--- src/rtl/fcmp_pipe.sv ---
// Pipelined IEEE-754 compare (FEQ/FLT/FLE) with invalid flag, sticky flag accumulator
// and a valid/ready output handshake; the whole pipe freezes while the result is stalled.
module fcmp_pipe #(
    parameter int EXP_W = 8,
    parameter int MAN_W = 23,
    parameter int LAT   = 2
) (
    input  logic                   clk,
    input  logic                   rst,
    input  logic                   in_valid,
    output logic                   in_ready,
    input  logic [EXP_W+MAN_W:0]   x1,
    input  logic [EXP_W+MAN_W:0]   x2,
    input  logic [1:0]             op,
    output logic                   out_valid,
    input  logic                   out_ready,
    output logic                   y,
    output logic                   nv,
    output logic                   flag_nv,
    input  logic                   flag_clr
);

    generate
        if (LAT < 1 || LAT > 4) begin : g_bad_lat
            $error("fcmp_pipe: LAT must be in 1..4");
        end
    endgenerate

    typedef enum logic [1:0] {
        OP_FEQ = 2'b00,
        OP_FLT = 2'b01,
        OP_FLE = 2'b10,
        OP_RSV = 2'b11
    } op_e;

    logic                   sign_a, sign_b;
    logic [EXP_W-1:0]       exp_a, exp_b;
    logic [MAN_W-1:0]       man_a, man_b;
    logic [EXP_W+MAN_W-1:0] mag_a, mag_b;
    logic                   nan_a, nan_b, snan_a, snan_b, any_nan, any_snan;
    logic                   both_zero, eq, lt;
    logic                   res_y, res_nv;

    assign sign_a = x1[EXP_W+MAN_W];
    assign sign_b = x2[EXP_W+MAN_W];
    assign exp_a  = x1[MAN_W +: EXP_W];
    assign exp_b  = x2[MAN_W +: EXP_W];
    assign man_a  = x1[MAN_W-1:0];
    assign man_b  = x2[MAN_W-1:0];
    assign mag_a  = x1[EXP_W+MAN_W-1:0];
    assign mag_b  = x2[EXP_W+MAN_W-1:0];

    assign nan_a    = (&exp_a) & (|man_a);
    assign nan_b    = (&exp_b) & (|man_b);
    assign snan_a   = nan_a & ~man_a[MAN_W-1];
    assign snan_b   = nan_b & ~man_b[MAN_W-1];
    assign any_nan  = nan_a | nan_b;
    assign any_snan = snan_a | snan_b;

    // +0 and -0 are the only distinct encodings that compare equal
    assign both_zero = ~(|mag_a) & ~(|mag_b);
    assign eq        = both_zero | (x1 == x2);

    always_comb begin
        lt = 1'b0;
        if (both_zero) begin
            lt = 1'b0;
        end else if (sign_a != sign_b) begin
            lt = sign_a;
        end else if (sign_a) begin
            lt = (mag_b < mag_a);
        end else begin
            lt = (mag_a < mag_b);
        end
    end

    always_comb begin
        res_y  = 1'b0;
        res_nv = 1'b0;
        case (op_e'(op))
            OP_FEQ: begin
                res_y  = ~any_nan & eq;
                res_nv = any_snan;
            end
            OP_FLT: begin
                res_y  = ~any_nan & lt;
                res_nv = any_nan;
            end
            OP_FLE: begin
                res_y  = ~any_nan & (lt | eq);
                res_nv = any_nan;
            end
            default: begin
                res_y  = 1'b0;
                res_nv = 1'b0;
            end
        endcase
    end

    logic [LAT-1:0] st_v, st_y, st_nv;
    logic           stall;

    assign out_valid = st_v[LAT-1];
    assign y         = st_y[LAT-1];
    assign nv        = st_nv[LAT-1];
    assign stall     = out_valid & ~out_ready;
    assign in_ready  = ~stall;

    // Bubbles carry zeroed payload so an idle stage never holds stale flags
    always_ff @(posedge clk or posedge rst) begin
        if (rst) begin
            st_v  <= '0;
            st_y  <= '0;
            st_nv <= '0;
        end else if (!stall) begin
            st_v[0]  <= in_valid;
            st_y[0]  <= in_valid & res_y;
            st_nv[0] <= in_valid & res_nv;
            for (int i = 1; i < LAT; i++) begin
                st_v[i]  <= st_v[i-1];
                st_y[i]  <= st_y[i-1];
                st_nv[i] <= st_nv[i-1];
            end
        end
    end

    always_ff @(posedge clk or posedge rst) begin
        if (rst) begin
            flag_nv <= 1'b0;
        end else if (flag_clr) begin
            flag_nv <= 1'b0;
        end else if (out_valid && out_ready) begin
            flag_nv <= flag_nv | nv;
        end
    end

endmodule

--- config.mk ---
export PLATFORM = sky130hd
export DESIGN_NAME = fcmp_pipe
export DESIGN_NICKNAME = d
export VERILOG_FILES = /design/src/rtl/fcmp_pipe.sv
export SDC_FILE = /design/constraint.sdc
export NUM_CORES = 1
export LEC_CHECK = 0
export ABC_AREA = 0
export CAP_MARGIN = 20
export CORE_ASPECT_RATIO = 0.7
export CORE_MARGIN = 10
export CORE_UTILIZATION = 40
export DETAILED_ROUTE_END_ITERATION = 7
export PLACE_DENSITY = 0.82
export REMOVE_ABC_BUFFERS = 1
export SLEW_MARGIN = 10
export SYNTH_ARGS = -nofsm -noshare
export SYNTH_HDL_FRONTEND = slang
export SYNTH_SLANG_ARGS = --single-unit
export TNS_END_PERCENT = 10
--- constraint.sdc ---
create_clock -name clk -period 1.79 [get_ports clk]
set_input_delay 0.537 -clock clk [delete_from_list [all_inputs] [get_ports clk]]
set_output_delay 0.537 -clock clk [all_outputs]
set_load 0.05 [all_outputs]
==> impl_summary.md, run 1 <==
Outcome
The flow ran to the end, but the final reports show violations. The checks that failed: negative setup slack.

Setup path
The worst setup path is of the in2reg kind. The critical path goes through clkbuf_2, inv_2, ha_4, nand4_1, nor4_4, buf_4, and3_4, a21oi_2, o31ai_2, a41o_1. The startpoint of the most critical register-to-register path is st_v[1]$_DFFE_PP0N_. STA classifies the critical path startpoint as an input pin. The endpoint of the worst register-to-register path is st_y[0]$_DFFE_PP0N_. STA puts the critical path data required time at approximately 2.0 ns. Grouping stages by cell kind, the critical path spends the most delay in simple AND/OR/NAND/NOR gates. The setup check on the worst reg-to-reg path leaves a slack of 0.21 ns. The critical-path maximum fanout is 3. STA classifies the critical path endpoint as a flop. At the worst endpoint, the arrival time is 2.48 ns. The highest-delay cell along the critical path is sky130_fd_sc_hd__nor4_4. The count of buffer and inverter cells on the critical path is 3. The depth of the worst register-to-register path is 5. The worst stage delay on the critical path is 0.42 ns.

Logic synthesis
Yosys attributes the largest share of cell area to sky130_fd_sc_hd__ha_1, sky130_fd_sc_hd__dfrtp_1, sky130_fd_sc_hd__inv_1. The gate count of the mapped netlist is 188. The count of flip-flops with a built-in enable after synthesis is 0. The post-synthesis sequential element count is 7. The fraction of synthesized cell area taken by the top area cell type is 31.1%.

The dominant synthesized flop cell is sky130_fd_sc_hd__dfrtp_1. Averaged over all synthesized cells, the footprint is 7.50 µm². By instance count, the leading cell after synthesis is sky130_fd_sc_hd__inv_1. sky130_fd_sc_hd__ha_1 takes more of the synthesized area than any other cell. Sorting the synthesized cells by how often they occur yields sky130_fd_sc_hd__inv_1, sky130_fd_sc_hd__ha_1, sky130_fd_sc_hd__nor4_1, sky130_fd_sc_hd__a21oi_1, sky130_fd_sc_hd__nand4_1.

Yosys printed 0 warnings. For this run, asynchronously set or reset flops after synthesis account for 100%. The synthesized area is about 1400 µm². The share of the yosys chip area belonging to registers is 12.4%.

Synthesis instantiated 36 different standard cells from the library.

STA
The count of endpoints failing hold in the final timing report is 0. The total count of max-transition violations in the final report is 0. Setup repair after global routing could not meet its margin everywhere. Measured against its own limit, the worst slew margin works out to 75.3%. Setup slack on the critical path of the routed design comes to -0.493 ns. Setup total negative slack on the finished layout was measured at -0.821 ns. The worst hold-check slack is 0.520 ns. The smallest clock period supported by the final layout is computed as 2.28 ns.

At the pin with the least slew margin, the transition time is 0.367 ns. Clock skew on the completed layout was measured at 0.000893 ns. The highest achievable clock rate is 438 MHz. The setup-violating endpoint count in the final report is 2. Of the available clock period, the critical path in the final layout requires 128%.

Floorplanning
The number of rows in the core area is 17. The initial standard-cell utilization of the core is 43.0%. The die is 69.7 µm tall. The floorplan die area is 6340 µm². The x dimension of the die is 91.0 µm. The I/O pin total is between 70 and 80. The total area inside the core boundary comes to 3280 µm².

Power and ir drop
The power after layout is 1.17 mW. The worst supply voltage drop on vdd is 388 µV. Of the total power, the share spent switching nets is 41.8%. The leakage component of the power is 1.35 nW. The net switching power of the design is 0.489 mW. In this run, flip-flops and latches consume approximately 15% of the power. The combinational cell fraction of total power is a little over 60%. The clock network fraction of total power is 23.9%. The internal power component is 0.680 mW.

Dividing total power by cell area gives a power density of 399 nW/µm².

Global route
The initial antenna violation count is 0. Entering global routing, the biggest net connects 8 pins. Global routing finished with a remaining overflow of 0. The first-pass GRT wire length is ~13,000 µm. The via count of the first global-routing pass is 2,388. Global routing used 24.0% of the available tracks.

Drt
The number of remaining DRC errors is 0. The first-iteration detailed-routing DRC count is approximately 230. Wires add up to 9360 µm. The per-cell via count in the routed design is 6.58. The detailed router placed 2,370 vias in this run.

Dividing the detail-routed wire length by the instance count gives 26.0 µm. For this run, the detailed router's first-pass iteration total came to 5. The detail route stage leaves a number of antenna-violating nets equal to 0.

Cells and area
Of the cells placed in the final design, the portion with a size suffix greater than 1 is 62.9%. The final core utilization is 89.3%. Fill cells in the final layout number 142. The total inserted antenna cells is 0. For this run, the post-layout net count is 420. Relative to the synthesized area, the layout overhead comes to 108%.

CTS
The cell sitting at the root of the clock tree is a sky130_fd_sc_hd__clkbuf_8. The H-tree depth is 1. TritonCTS created 3 clock buffers. The largest buffer count on any clock path is 2.

After clock tree synthesis, the clock-pin slew on the worst setup and hold paths is 0.05 ns. For the worst-skew pair, the clock arrives at the later sink with an insertion delay of roughly 0.26 ns. The CTS tree is built. The number of sinks on the clock net is 7.

Placed design
The detailed-placement wirelength estimate is 4930 µm. The worst-case setup slack after placement is -0.968 ns. The total of buffers placed on input and output ports is 75. The placer's final routability congestion estimate is slightly below 0.9.

Worst hold path
The worst hold path depth is 1. In this run the worst hold path is classified as reg2reg. The destination of the worst hold path is st_v[1]$_DFFE_PP0N_. The origin of the worst min-delay path is st_v[0]$_DFFE_PP0N_.

Run
Max-cap violations in this run came to 0.
## power by group through the flow
stage	clock network, mW	logic [mW]	registers (mW)
after floorplan	0	0.183	0.191
after global placement	0	0.503	0.176
after detailed placement	0	0.518	0.177
after CTS	0.231	0.583	0.175
after global routing	0.278	0.750	0.178
final	0.279	0.712	0.178
## per-stage QoR
stage | instances | area, µm²
floorplan | 187 | 1410
global placement | 343 | 2480
detailed placement | 343 | 2480
CTS | 353 | 2810
global route | 360 | 2930
finish | 360 | 2930
## sequential cells by signal, indices dropped and copies added, names as in the netlist
name / cells
flag_nv: 1
st_nv: 2
st_y: 2
st_v: 2
## final cells by class
class	count	area [µm²]	share of cell area, %
inverters	41	159	5.43
flip-flops and latches	7	175	5.99
multi-input cells	139	1550	53.1
repair buffers	122	935	31.9
clock buffers	4	45.0	1.54
well taps	47	58.8	2.01
## timing repair
action | in CTS | in global routing
resized for setup | 276 | 50
pin swaps | 40 | 19
buffers inserted | 6 | 7
hold buffers | 0 | 0
endpoints found under the setup margin | 3 | 3
## worst max-delay path by stage
| stage | to | from | slack, ns | cells past startpoint |
|---|---|---|---|---|
| 6_report | st_y[0]$_DFFE_PP0N_ | x2[20] | -0.49 | 10 |
| 5_1_grt | st_y[0]$_DFFE_PP0N_ | x2[20] | -0.54 | 10 |
| 4_1_cts | st_y[0]$_DFFE_PP0N_ | x2[8] | -0.29 | 9 |
| 3_5_place_dp | st_y[0]$_DFFE_PP0N_ | x2[8] | -0.97 | 9 |
| 3_3_place_gp | st_y[0]$_DFFE_PP0N_ | x2[8] | -0.94 | 9 |
| 2_1_floorplan | st_y[0]$_DFFE_PP0N_ | x2[10] | -0.30 | 8 |
## logic make-up after synthesis
| family | count (synthesis) | synth area share [%] |
|---|---|---|
| flops | 7 | 12.4 |
| simple gates | 63 | 25.2 |
| xor+xnor | 1 | 0.621 |
| compound gates | 38 | 17.9 |
| buf+inv | 42 | 11.2 |
| mux | 2 | 1.60 |
| fa+ha+maj | 35 | 31.1 |
## metal layers
layer | global-route usage [%] | vias to the layer above | wire length, µm
met4 | 12.9 | 0 | 725
met1 | 25.8 | 1070 | 3370
met2 | 40.6 | 259 | 4210
met5 | 0 | - | 0
li1 | - | 948 | -
met3 | 8.08 | 93 | 1060
## cells in the final DEF (no fill, tap or decap), types with 3 or more instances in the layout
master and n:
sky130_fd_sc_hd__ha_4 27, sky130_fd_sc_hd__dfrtp_1 7, sky130_fd_sc_hd__clkdlybuf4s15_1 3, sky130_fd_sc_hd__clkbuf_8 3, sky130_fd_sc_hd__nor2_1 7, sky130_fd_sc_hd__buf_4 52
sky130_fd_sc_hd__buf_6 7, sky130_fd_sc_hd__nor4_1 9, sky130_fd_sc_hd__nor4_2 5, sky130_fd_sc_hd__a21oi_2 4, sky130_fd_sc_hd__clkdlybuf4s50_1 7, sky130_fd_sc_hd__nand4_1 13
sky130_fd_sc_hd__clkbuf_2 7, sky130_fd_sc_hd__nand2_1 8, sky130_fd_sc_hd__inv_2 26, sky130_fd_sc_hd__inv_1 13, sky130_fd_sc_hd__a21oi_1 9, sky130_fd_sc_hd__ha_1 7
sky130_fd_sc_hd__buf_2 33, sky130_fd_sc_hd__clkdlybuf4s15_2 9, sky130_fd_sc_hd__nor3_1 4, sky130_fd_sc_hd__o21ai_0 3, sky130_fd_sc_hd__nand3_1 4
No activity file was read; power rests on OpenSTA's default activity.
==> inputs of run 2 (changes only) <==
ABC_CLOCK_PERIOD_IN_PS = 1790   (was not set)
REMOVE_ABC_BUFFERS = not set   (was 1)
SETUP_SLACK_MARGIN = 0.15   (was not set)
==> impl_summary.md, run 2 (synthesis gave the netlist of run 1 again) <==
Global route
The total routing usage reported by global routing is 26.1% (was 24.0%). The initial antenna violation count is 0 (unchanged). The largest net degree at the start of global routing is 8 (unchanged). The global routing usage on met2 is 43.1% (was 40.6%).

The first-pass GRT wire length is 13,500 µm (was 12,600 µm). The met3 track utilization from global routing is 8.51% (was 8.08%). The aggregate global routing overflow is 0 (unchanged). The via count of the first global-routing pass is 2,462 (was 2,388).

The most used routing layer in global routing is met2 (unchanged). The met1 capacity usage during global routing was 27.3% (was 25.8%).

Setup path
The critical-path maximum fanout came to 2 (was 3). The critical path start-end classification was in2reg (unchanged). The highest-delay cell along the critical path is sky130_fd_sc_hd__nor4_1 (was sky130_fd_sc_hd__nor4_4). The worst stage delay on the critical path was 0.43 ns (was 0.42 ns). The setup slack on the worst flop-to-flop path is 0.22 ns (was 0.21 ns). The cell that appears most often on the critical path is sky130_fd_sc_hd__buf_4. The nature of the critical path endpoint was a flop (unchanged). The kind of start point of the critical path is an input pin (unchanged). Critical Path, Cell by Cell: clkbuf_2, buf_4, nor4_1, nand4_1, buf_4, o21ai_2, buf_4, o22ai_1, a22o_1, a22o_1 (was clkbuf_2, inv_2, ha_4, nand4_1, nor4_4, buf_4, and3_4, a21oi_2, o31ai_2, a41o_1). The launch point of the critical path was x1[16] (was x2[20]). The startpoint of the most critical register-to-register path was st_v[1]$_DFFE_PP0N_ (unchanged).

The worst setup path endpoint is st_nv[0]$_DFFE_PP0N_ (was st_y[0]$_DFFE_PP0N_). The data required time of the critical path is 1.91 ns (was 1.99 ns). The depth of the worst register-to-register path was 5 (unchanged). The critical path data arrival time came to 2.46 ns (was 2.48 ns).

The endpoint of the worst register-to-register path is st_y[0]$_DFFE_PP0N_ (unchanged).

STA
The setup-violating endpoint count in the final report was 2 (unchanged). Setup repair after global routing missed its margin: true (unchanged). The minimum period implied by the final worst setup slack is 2.34 ns (was 2.28 ns). The transition time at the pin with the least slew margin is 0.439 ns (was 0.367 ns). The total count of max-transition violations in the final report came to 0 (unchanged). The share of the cycle needed by the critical path after routing is 131% (was 128%). The setup slack of the critical path after layout came to -0.546 ns (was -0.493 ns). The highest achievable clock rate came to 428 MHz (was 438 MHz).

The worst slew slack as a fraction of its limit is 70.5% (was 75.3%). The clock tree skew after final layout is 0.00188 ns (was 0.000893 ns). The sum of negative setup slack is -1.00 ns (was -0.821 ns). The count of endpoints failing hold in the final timing report is 0 (unchanged).

Cells and area
The filler-free cell count of the finished design was 363 (was 360). The count of fill cells added during filler insertion is 105 (was 142). The layout cell share with drive strength beyond 1 is 64.9% (was 62.9%). Commonest non-fill, non-tap cells in the layout: sky130_fd_sc_hd__buf_4, sky130_fd_sc_hd__ha_4, sky130_fd_sc_hd__buf_2 (was sky130_fd_sc_hd__buf_4, sky130_fd_sc_hd__buf_2, sky130_fd_sc_hd__ha_4).

The most common library cell in the layout ignoring fill and taps is sky130_fd_sc_hd__buf_4 (unchanged). The total inserted antenna cells came to 0 (unchanged). The synthesis-to-layout area growth is 118% (was 108%). Registers with the highest flip-flop counts: st_nv (2), st_v (2), st_y (2) (unchanged). The final-stage net count came to 423 (was 420).

CTS
The H-tree depth is 1 (unchanged). The number of sinks on the clock net is 7 (unchanged). The cell chosen for the clock root is sky130_fd_sc_hd__clkbuf_8 (unchanged). The largest buffer count on any clock path is 2 (unchanged).

The cts-stage hold buffer count is 0 (unchanged). The clock edge transition at the registers on the reported setup and hold paths is 0.05 ns (about the same). The CTS tree is built (unchanged). The latest clock arrival within the worst-skew pair came to 0.24 ns (was 0.26 ns). The CTS buffer count is 3 (unchanged).

Floorplanning
The x dimension of the die is 91.0 µm (unchanged). The floorplan core area is 3280 µm² (unchanged). The die outline height is 69.7 µm (unchanged). The floorplan die area came to 6340 µm² (unchanged).

The I/O pin total is 76 (unchanged). The number of rows in the core area is 17 (unchanged). The initial standard-cell utilization of the core came to 43.0% (unchanged).

Drt
The final antenna-violating net count was 0 (unchanged). The routed wire length is 10,400 µm (was 9360 µm). The number of detailed-routing iterations run before antenna repair is 7 (was 5). The first-iteration detailed-routing DRC count is 356 (was 233). The number of remaining DRC errors is 0 (unchanged).

The per-cell via count in the routed design is 6.95 (was 6.58). The per-cell routed wire length is 28.6 µm (was 26.0 µm). The via count is 2,524 (was 2,370).

Placed design
The placed instance count was 344 (was 343). The total of buffers placed on input and output ports is 75 (unchanged). The placer's final routability congestion estimate came to 0.819 (was 0.877). The detailed-placement wirelength estimate came to 5000 µm (was 4930 µm).

Logic synthesis
The number of nets in the synthesized netlist is 294.

Outcome
Failing checks: negative setup slack (unchanged). Status: finished, violations left (unchanged).

Run
The number of max-cap violations came to 0 (unchanged).

Power and ir drop
The worst supply voltage drop on vdd came to 220 µV (was 388 µV). The leakage component of the power is 1.42 nW (was 1.35 nW). The power density over cell area is 392 nW/µm² (was 399 nW/µm²).

Worst hold path
The worst hold path depth is 1 (unchanged). The type of the worst min-delay path is reg2reg (unchanged).
==> run 2: what timing repair did <==
action / 4_1_cts / 5_1_grt
setup buffers: 5 / 10
pin swaps: 43 / 30
endpoints found under the hold margin: 0 / 0
gates resized for setup: 281 / 94
endpoints found under the setup margin: 3 / 3
==> run 2: power breakdown <==
group | switching, mW | internal [mW]
Clock | 0.0940 | 0.156
Sequential | 0.0123 | 0.167
Combinational | 0.382 | 0.389
Total | 0.489 | 0.712
==> run 2: metrics by stage <==
stage	total power [mW]	util [%]	hold WS, ns	cell area (µm²)	setup WS [ns]
final	1.20	93.7	0.518	3070	-0.546
after global routing	1.23	93.7	0.536	3070	-0.545
after CTS	1.01	88.3	0.461	2890	-0.323
after detailed placement	0.701	76.8	0.452	2520	-0.990
after global placement	0.683	76.8	0.448	2520	-0.918
after floorplan	0.378	-	0.340	1420	-0.284
==> run 2: how the worst min path moves through the flow <==
stage	start	end
after global placement	st_v[0]$_DFFE_PP0N_	st_v[1]$_DFFE_PP0N_
final	st_nv[0]$_DFFE_PP0N_	st_nv[0]$_DFFE_PP0N_
after detailed placement	st_v[0]$_DFFE_PP0N_	st_v[1]$_DFFE_PP0N_
after global routing	st_v[0]$_DFFE_PP0N_	st_v[1]$_DFFE_PP0N_
after floorplan	rst	flag_nv$_DFFE_PP0P_
after CTS	st_v[0]$_DFFE_PP0N_	st_v[1]$_DFFE_PP0N_
==> run 2: routing by layer <==
layer | share of wire (%) | vias up
met1 | 35 | 1163
li1 | - | 951
met5 | 0 | -
met2 | 43 | 296
met3 | 13 | 114
met4 | 9.0 | 0
==> run 2: cell type report <==
class / count / area (µm²) / area share [%]
repair buffers: 125 / 1020 / 33.2
inverters: 41 / 171 / 5.59
flip-flops and latches: 7 / 175 / 5.71
clock buffers: 4 / 45.0 / 1.47
well taps: 47 / 58.8 / 1.92
multi-input cells: 139 / 1600 / 52.1
==> run 2: critical path: cells and delay by family <==
family / cells / cell delay (ns)
compound gates: 4 / 0.69
buf+inv: 4 / 0.62
simple gates: 2 / 0.62
==> inputs of run 3 (changes only) <==
CTS_BUF_LIST = sky130_fd_sc_hd__clkbuf_16   (was not set)
==> impl_summary.md, run 3 (synthesis gave the netlist of run 1 again) <==
CTS
The clock edge transition at the registers on the reported setup and hold paths was 0.04 ns (was 0.05 ns). The CTS buffer count came to 3 (unchanged). The number of sinks on the clock net is 7 (unchanged). The latest clock arrival within the worst-skew pair is 0.25 ns (was 0.24 ns). The cell chosen for the clock root is sky130_fd_sc_hd__clkbuf_16 (was sky130_fd_sc_hd__clkbuf_8). The cts-stage hold buffer count is 0 (unchanged). The H-tree depth came to 1 (unchanged). The CTS tree is built (unchanged).

The largest buffer count on any clock path was 2 (unchanged).

Drt
The final antenna-violating net count is 0 (unchanged). The number of remaining DRC errors is 7 (was 0). The number of detailed-routing iterations run before antenna repair is 8 (was 7).

The per-cell via count in the routed design is 6.88 (was 6.95). The via count is 2,477 (was 2,524). The routed wire length is 10,200 µm (was 10,400 µm).

The first-iteration detailed-routing DRC count is 341 (was 356). The per-cell routed wire length came to 28.4 µm (was 28.6 µm).

STA
Setup repair after global routing missed its margin: true (unchanged). The worst slew slack as a fraction of its limit came to 69.3% (was 70.5%). The minimum period implied by the final worst setup slack was 2.32 ns (was 2.34 ns). The total count of max-transition violations in the final report is 0 (unchanged). The setup slack of the critical path after layout was -0.527 ns (was -0.546 ns).

The highest achievable clock rate is 432 MHz (was 428 MHz). The transition time at the pin with the least slew margin is 0.461 ns (was 0.439 ns). The count of endpoints failing hold in the final timing report is 0 (unchanged). The setup-violating endpoint count in the final report is 2 (unchanged).

The share of the cycle needed by the critical path after routing was 129% (was 131%). The sum of negative setup slack was -0.859 ns (was -1.00 ns). The clock tree skew after final layout came to 0.0115 ns (was 0.00188 ns).

Power and ir drop
The internal power component is 0.837 mW (was 0.712 mW). The net switching power of the design was 0.512 mW (was 0.489 mW). The power density over cell area was 456 nW/µm² (was 392 nW/µm²). The clock network fraction of total power was 31.0% (was 20.9%).

The net switching share of the total power came to 38.0% (was 40.7%). The leakage component of the power is 1.39 nW (was 1.42 nW). The share of total power in sequential cells was 13.5% (was 15.0%). The worst supply voltage drop on vdd is 400 µV (was 220 µV). The combinational cell fraction of total power is 55.5% (was 64.2%).

Placed design
The area of placed instances came to 2520 µm² (unchanged). The detailed-placement wirelength estimate came to 5000 µm (unchanged). The total of buffers placed on input and output ports is 75 (unchanged). The placer's final routability congestion estimate is 0.819 (unchanged).

Cells and area
The total inserted antenna cells came to 0 (unchanged). The layout cell share with drive strength beyond 1 was 62.0% (was 64.9%). Registers with the highest flip-flop counts: st_nv (2), st_v (2), st_y (2) (unchanged).

The final-stage net count is 420 (was 423). The final instance area is 2960 µm² (was 3070 µm²). The count of fill cells added during filler insertion is 131 (was 105).

The synthesis-to-layout area growth is 110% (was 118%). Commonest non-fill, non-tap cells in the layout: sky130_fd_sc_hd__buf_4, sky130_fd_sc_hd__buf_2, sky130_fd_sc_hd__ha_4 (was sky130_fd_sc_hd__buf_4, sky130_fd_sc_hd__ha_4, sky130_fd_sc_hd__buf_2). The most common library cell in the layout ignoring fill and taps is sky130_fd_sc_hd__buf_4 (unchanged).

Setup path
The critical path start-end classification is in2reg (unchanged). The critical path data arrival time is 2.44 ns (was 2.46 ns). The highest-delay cell along the critical path is sky130_fd_sc_hd__or4b_1 (was sky130_fd_sc_hd__nor4_1). The count of buffer and inverter cells on the critical path was 2 (was 4). The kind of start point of the critical path is an input pin (unchanged). The gate family responsible for the most delay along the worst path is simple AND/OR/NAND/NOR gates (was compound AO/OA/AOI/OAI gates).

Critical Path, Cell by Cell: buf_2, inv_2, ha_4, nand4_4, nor2_2, o31a_1, nor2_1, or4b_1, a41o_1 (was clkbuf_2, buf_4, nor4_1, nand4_1, buf_4, o21ai_2, buf_4, o22ai_1, a22o_1, a22o_1). The nature of the critical path endpoint is a flop (unchanged). The critical-path maximum fanout is 3 (was 2).

The data required time of the critical path is 1.91 ns (about the same). The worst stage delay on the critical path is 0.54 ns (was 0.43 ns).

Global route
The first-pass GRT wire length is 13,700 µm (was 13,500 µm). The via count of the first global-routing pass is 2,499 (was 2,462). The aggregate global routing overflow is 0 (unchanged). The total routing usage reported by global routing is 26.9% (was 26.1%). The largest net degree at the start of global routing is 8 (unchanged). The initial antenna violation count came to 0 (unchanged).

Floorplanning
The I/O pin total is 76 (unchanged). The floorplan die area is 6340 µm² (unchanged). The x dimension of the die came to 91.0 µm (unchanged). The initial standard-cell utilization of the core is 43.0% (unchanged). The number of rows in the core area is 17 (unchanged). The die outline height is 69.7 µm (unchanged). The floorplan core area is 3280 µm² (unchanged).

Outcome
Status: finished, violations left (unchanged). Failing checks: design-rule violations, negative setup slack (was negative setup slack).

Worst hold path
The type of the worst min-delay path is reg2reg (unchanged).

Run
The number of max-cap violations is 0 (unchanged).

Logic synthesis
The synthesized netlist net count is 294 (unchanged).
==> run 3: cell count changes in the layout (fill, tap and decap cells not counted), sizes merged <==
cell,previous run,this run
clkdlybuf4s15,2,0
inv,41,42
buf,103,101
==> run 3: final timing paths <==
check | start | to | slack, ns | depth (start not counted)
min in group asynchronous | rst | flag_nv$_DFFE_PP0P_ | 0.57 | 2
setup / recovery | x2[11] | st_y[0]$_DFFE_PP0N_ | -0.53 | 9
max in group asynchronous | rst | st_v[1]$_DFFE_PP0N_ | 0.95 | 2
setup reg to reg | st_v[1]$_DFFE_PP0N_ | st_y[0]$_DFFE_PP0N_ | 0.16 | 5
hold / removal | st_nv[0]$_DFFE_PP0N_ | st_nv[0]$_DFFE_PP0N_ | 0.52 | 1
hold reg to reg | st_nv[0]$_DFFE_PP0N_ | st_nv[0]$_DFFE_PP0N_ | 0.52 | 1
==> run 3: stage by stage <==
step           cells  hold WS [ns]  setup WS, ns  power, mW  util (%)
6_report         360         0.520        -0.527       1.35      90.2
5_1_grt          360         0.517        -0.682       1.39      90.2
4_1_cts          353         0.468        -0.326       1.18      88.0
3_5_place_dp     344         0.452        -0.990      0.701      76.8
3_3_place_gp     344         0.448        -0.918      0.683      76.8
2_1_floorplan    188         0.340        -0.284      0.378         -
==> run 3: repair_timing <==
item | 4_1_cts | 5_1_grt
setup buffers | 5 | 7
pin swaps | 41 | 22
resized for setup | 268 | 72
endpoints found under the hold margin | 0 | 0
endpoints found under the setup margin | 5 | 3
==> run 3: power by group through the flow <==
stage,clock network [mW],registers (mW),logic [mW]
finish,0.418,0.182,0.748
global route,0.424,0.181,0.785
CTS,0.389,0.177,0.613
detailed placement,0,0.178,0.523
global placement,0,0.178,0.506
floorplan,0,0.191,0.187
==> run 3: area by class of cell <==
type	instances	area [µm²]	area share, %
multi-input cells	139	1530	51.9
repair buffers	122	950	32.1
flip-flops and latches	7	176	5.97
inverters	41	159	5.38
clock buffers	3	75.1	2.54
well taps	47	58.8	1.99
clock inverters	1	3.75	0.127
==> run 3: layer usage <==
layer  part of all wire (%)  up-vias  wire [µm]  track usage [%]
met4                     11        0       1090             22.3
met2                     44      321       4450             45.5
met1                     33     1103       3390             26.6
met3                     13      112       1300             8.41
li1                       -      941          -                -
met5                      0        -          0                0
